$ cat src/rtl/fetch_decode_queue.sv
// Instruction buffer between fetch and decode: compacts sparse fetch groups,
// keeps program order across pointer wrap, and presents the oldest WIDTH
// entries to decode. Decode may consume fewer than WIDTH per cycle.
module fetch_decode_queue #(
  parameter int WIDTH  = 2,
  parameter int DEPTH  = 8,
  parameter int DATA_W = 32,
  parameter int PC_W   = 32
) (
  input  logic                         clk,
  input  logic                         reset,
  input  logic                         flush,
  input  logic [WIDTH-1:0]             i_valid,
  input  logic [WIDTH*DATA_W-1:0]      i_instr,
  input  logic [WIDTH*PC_W-1:0]        i_pc,
  output logic                         i_ready,
  output logic [WIDTH-1:0]             o_valid,
  output logic [WIDTH*DATA_W-1:0]      o_instr,
  output logic [WIDTH*PC_W-1:0]        o_pc,
  input  logic [$clog2(WIDTH+1)-1:0]   i_deq_cnt,
  output logic [$clog2(DEPTH+1)-1:0]   o_count
);

  localparam int PTR_W  = $clog2(DEPTH);
  localparam int CNT_W  = $clog2(DEPTH+1);
  localparam int DCNT_W = $clog2(WIDTH+1);

  logic [DATA_W-1:0] instr_mem [DEPTH];
  logic [PC_W-1:0]   pc_mem    [DEPTH];

  logic [PTR_W-1:0]  head;
  logic [PTR_W-1:0]  tail;
  logic [CNT_W-1:0]  count;

  logic              enq;
  logic [DCNT_W-1:0] enq_n;
  logic [CNT_W-1:0]  eff;
  logic [CNT_W:0]    count_sum;
  logic [CNT_W-1:0]  count_next;

  // Number of valid lanes strictly below lane n; this is the compacted
  // write offset of lane n relative to tail.
  function automatic logic [DCNT_W-1:0] lanes_below(input logic [WIDTH-1:0] v,
                                                    input int n);
    logic [DCNT_W-1:0] c;
    c = '0;
    for (int j = 0; j < WIDTH; j++) begin
      if (j < n && v[j]) c = c + DCNT_W'(1);
    end
    return c;
  endfunction

  // Acceptance, dequeue clamp and next occupancy, all from registered count.
  always_comb begin
    i_ready    = (count <= CNT_W'(DEPTH - WIDTH));
    enq        = reset && i_ready && (|i_valid) && !flush;
    enq_n      = enq ? lanes_below(i_valid, WIDTH) : '0;
    eff        = (CNT_W'(i_deq_cnt) < count) ? CNT_W'(i_deq_cnt) : count;
    count_sum  = {1'b0, count} + (CNT_W+1)'(enq_n) - {1'b0, eff};
    count_next = count_sum[CNT_W-1:0];
  end

  // Storage write: valid lanes land contiguously from tail in lane order.
  always_ff @(posedge clk) begin
    for (int k = 0; k < WIDTH; k++) begin
      if (enq && i_valid[k]) begin
        instr_mem[tail + PTR_W'(lanes_below(i_valid, k))] <= i_instr[k*DATA_W +: DATA_W];
        pc_mem[tail + PTR_W'(lanes_below(i_valid, k))]    <= i_pc[k*PC_W +: PC_W];
      end
    end
  end

  // Pointer and occupancy update; reset beats flush, flush beats traffic.
  always_ff @(posedge clk) begin
    if (!reset) begin
      head  <= '0;
      tail  <= '0;
      count <= '0;
    end else if (flush) begin
      head  <= '0;
      tail  <= '0;
      count <= '0;
    end else begin
      head  <= head + PTR_W'(eff);
      tail  <= tail + PTR_W'(enq_n);
      count <= count_next;
    end
  end

  // Occupancy can never exceed DEPTH because acceptance needs WIDTH free slots.
  always_ff @(posedge clk) begin
    if (reset && !flush) assert (count_sum <= (CNT_W+1)'(DEPTH));
  end

  // Decode view: oldest entries first, zero beyond occupancy.
  always_comb begin
    o_valid = '0;
    o_instr = '0;
    o_pc    = '0;
    for (int k = 0; k < WIDTH; k++) begin
      if (count > CNT_W'(k)) begin
        o_valid[k]                  = 1'b1;
        o_instr[k*DATA_W +: DATA_W] = instr_mem[head + PTR_W'(k)];
        o_pc[k*PC_W +: PC_W]        = pc_mem[head + PTR_W'(k)];
      end
    end
  end

  assign o_count = count;

endmodule

$ cat config.mk
export PLATFORM = sky130hd
export DESIGN_NAME = fetch_decode_queue
export DESIGN_NICKNAME = d
export VERILOG_FILES = /design/src/rtl/fetch_decode_queue.sv
export SDC_FILE = /design/constraint.sdc
export NUM_CORES = 1
export LEC_CHECK = 0
export CORE_UTILIZATION = 54
export DETAILED_ROUTE_END_ITERATION = 8
export PLACE_DENSITY = 0.71
export SLEW_MARGIN = 25
export SYNTH_ARGS = -nofsm -noshare
export SYNTH_HDL_FRONTEND = slang
export SYNTH_SLANG_ARGS = --single-unit
$ cat constraint.sdc
create_clock -name clk -period 9.41 [get_ports clk]
set_clock_uncertainty 0.15 [all_clocks]
set_input_delay 1.882 -clock clk [delete_from_list [all_inputs] [get_ports clk]]
set_output_delay 1.882 -clock clk [all_outputs]
set_load 0.01 [all_outputs]
==> results.json <==
{
  "fin_cells": 2882,
  "setup_viol_count_final": 0,
  "wirelength_mm": 81.0,
  "fin_crit_sh_pct": 71.0,
  "syn_to_final_growth_pct": 15.7,
  "die_x_microns": 243,
  "min_from": "tail[2]$_SDFF_PP0_",
  "max_stage_delay_ns": 0.91,
  "clock_latency_ns": 0.61,
  "finalHoldViolCount": 0,
  "slew_violations": 0,
  "finalSetupTns_ns": 0,
  "critPathMaxFanout": 148,
  "cts_resized": 0,
  "placed_cell_area_sq_um": 34400,
  "crit_arrival_ns": 4.65,
  "io_buffers": 269,
  "ant_nets": 0,
  "cts.sinks": 522,
  "drt_iter0_markers": 1466,
  "worstPathCellList": "buf_6, buf_12, mux4_2, mux2i_1, nor2_1, clkdlybuf4s50_1",
  "slew-limit-headroom_pct": 26.6,
  "grt_pass1_vias": 19600,
  "r2r-start": "o_count[3]$_SDFF_PP0_",
  "status": "finished clean",
  "endpoint_kind": "output pin",
  "via_per_inst": 6.43,
  "yosys.area.top_type": "edfxtp_1",
  "cts_buffer_depth": 3,
  "die_area_sq_um": 58900,
  "wl_per_cell_microns": 28.1,
  "grt_max_degree": 149,
  "ir_worst_vdd_v": 0.000410,
  "hold_depth": 2,
  "layout_min_cycle_time_ns": 6.68,
  "dp.cells": 2772,
  "cts_tree": "done",
  "clk_pin_slew_ns": 0.06,
  "power.leakage_nw": 12.2,
  "cp_slowest_cell": "dfxtp_4",
  "ys_types": 41,
  "gp_congestion": 0.792,
  "cts_buffers": 57,
  "fin_nets": 2230,
  "cp_top_family": "buffers and inverters",
  "reg2reg_slack_ns": 5.23,
  "final_area_sq_um": 36200,
  "grt_setup_unrepaired": "false",
  "synth.yosys.seq_area_share_pct": 49.8,
  "grt_pass1_wl_mm": 122,
  "worst_setup_path_start_kind": "flop",
  "dr.pass1.iters": 5,
  "yosys_warnings": 0,
  "cts-root-buf": "clkbuf_16",
  "path_depth": 6,
  "coreArea_sq_um": 56800,
  "hold_buffers": 0,
  "cp.required_ns": 7.38,
  "synth_fp_nets": 2016,
  "io_pins": 270,
  "netlist_instances": 1861,
  "dp.final_hpwl_mm": 47.2,
  "power.total_mw": 7.62,
  "initial_utilization_pct": 55.0,
  "die_y_microns": 243,
  "post-synth-top-area-fraction_pct": 49.2,
  "fp-row-count": 87,
  "max_cap_viol_count": 0,
  "r2r-end": "pc_mem[2][18]$_DFFE_PP_",
  "worstMarginPinSlew_ns": 1.10,
  "ys_ff_latch": 522,
  "critical_path_class": "flop to output pin",
  "htreeDepth": 2,
  "grt.total_usage_pct": 27.6,
  "holdPathEnd": "tail[2]$_SDFF_PP0_",
  "grt_antenna_before_repair": 10,
  "drc": 0,
  "max_freq_mhz": 150,
  "min_path_type": "flop to flop",
  "power.density_nw_per_um2": 211,
  "netlist_area_sq_um": 31300,
  "timing.critical_path.buf_inv": 3,
  "grt_overflow": 0,
  "layout-drive-gt1-share_pct": 38.0,
  "vias": 18500,
  "syn_avg_cell_area_sq_um": 16.8,
  "yosys-top-cells-area": "edfxtp_1, mux4_2, mux2_4",
  "postCtsSetupBuffers": 0,
  "rr_worst_depth": 8
}
per-layer routing:
metal  track usage (%)  vias to the layer above  share of wire (%)
met2              46.5                      648                 50
met4              10.8                        6                3.2
li1                  -                     7941                  -
met3              4.15                      132                5.8
met1              36.3                     9794                 41
met5                 0                        -              0.044
power by group:
group / switching, mW / internal, mW / leakage [nW] / total, mW
combinational: 1.41 / 1.45 / 6.65 / 2.85
clock: 0.905 / 1.20 / 0.843 / 2.11
sequential: 0.0616 / 2.60 / 4.70 / 2.66
total: 2.37 / 5.25 / 12.2 / 7.62
synthesized netlist by cell type (all sizes together):
library cell and instances:
mux2 513, edfxtp 512, mux4 256, nand2 132, buf 108, nor2 71, a21oi 68, mux2i 64
clkbuf 41, ha 17, inv 14, dfxtp 10, and2 8, nand2b 5, xnor2 5, o21ai 4
o21bai 4, xor2 4, fa 3, o31ai 3, and4 2, and4b 2, nand4 2, nand4b 2
nor4 2, a21boi 1, a21o 1, and3 1, nand3 1, nand3b 1, nor2b 1, nor3 1
nor3b 1, or2 1
worst register-to-register path: stages, from the launching register on:
cell and delay, ns:
dfxtp_1 0.34, inv_1 0.08, ha_1 0.20, and3_4 0.20, nor4_4 0.54, and4b_4 0.32
buf_6 0.63, o21bai_4 0.54, buf_4 0.70
worst max-delay path by stage:
| stage | slack (ns) | end | from |
|---|---|---|---|
| floorplan | 0.97 | instr_mem[4][0]$_DFFE_PP_ | i_valid[1] |
| global placement | 3.00 | instr_mem[2][24]$_DFFE_PP_ | i_valid[1] |
| detailed placement | 2.99 | o_pc[4] | head[0]$_SDFF_PP0_ |
| CTS | 2.34 | o_pc[4] | head[0]$_SDFF_PP0_ |
| global route | 2.44 | o_pc[4] | head[0]$_SDFF_PP0_ |
| finish | 2.73 | o_pc[4] | head[0]$_SDFF_PP0_ |
logic make-up (layout without fill, tap and decap cells):
group,count (synthesis),in the layout,synth area share (%)
compound gates,81,81,1.37
xor+xnor,9,9,0.252
fa+ha+maj,20,20,0.872
buf+inv,163,420,3.24
flops,522,522,49.8
mux,833,833,41.3
other cells,0,8,0
simple gates,233,233,3.16
cell type report:
cell class | instances | area, sq um
fillers | 4122 | 20700
flip-flops and latches | 522 | 15600
multi-input cells | 1176 | 14800
repair buffers | 304 | 3000
clock buffers | 81 | 1570
well taps | 756 | 946
clock inverters | 21 | 153
inverters | 14 | 52.6
diodes | 8 | 20.0
placed cells by master (no fill, tap or decap), types with 8 or more instances in the layout:
cell / count
clkbuf_16: 57
nor2_1: 71
mux2_4: 196
clkdlybuf4s50_1: 269
mux2_1: 98
mux4_2: 256
ha_1: 16
nand2_1: 132
diode_2: 8
edfxtp_1: 512
inv_1: 14
a21oi_1: 67
buf_4: 29
and2_1: 8
mux2_2: 219
mux2i_1: 64
clkbuf_1: 19
clkinv_2: 10
flip-flops by register name (all words and copies together) (netlist names):
| register | cells |
|---|---|
| tail | 3 |
| pc_mem | 256 |
| head | 3 |
| instr_mem | 256 |
| o_count | 4 |
metrics by stage:
step	util, %	hold WS [ns]	setup slack, ns
after detailed placement	60.6	0.459	2.99
final	63.7	0.473	2.73
after global placement	60.6	0.439	3.00
after floorplan	-	0.399	0.974
after CTS	63.6	0.470	2.34
after global routing	63.6	0.500	2.44
Note: power is estimated with default switching activity, not from simulation.
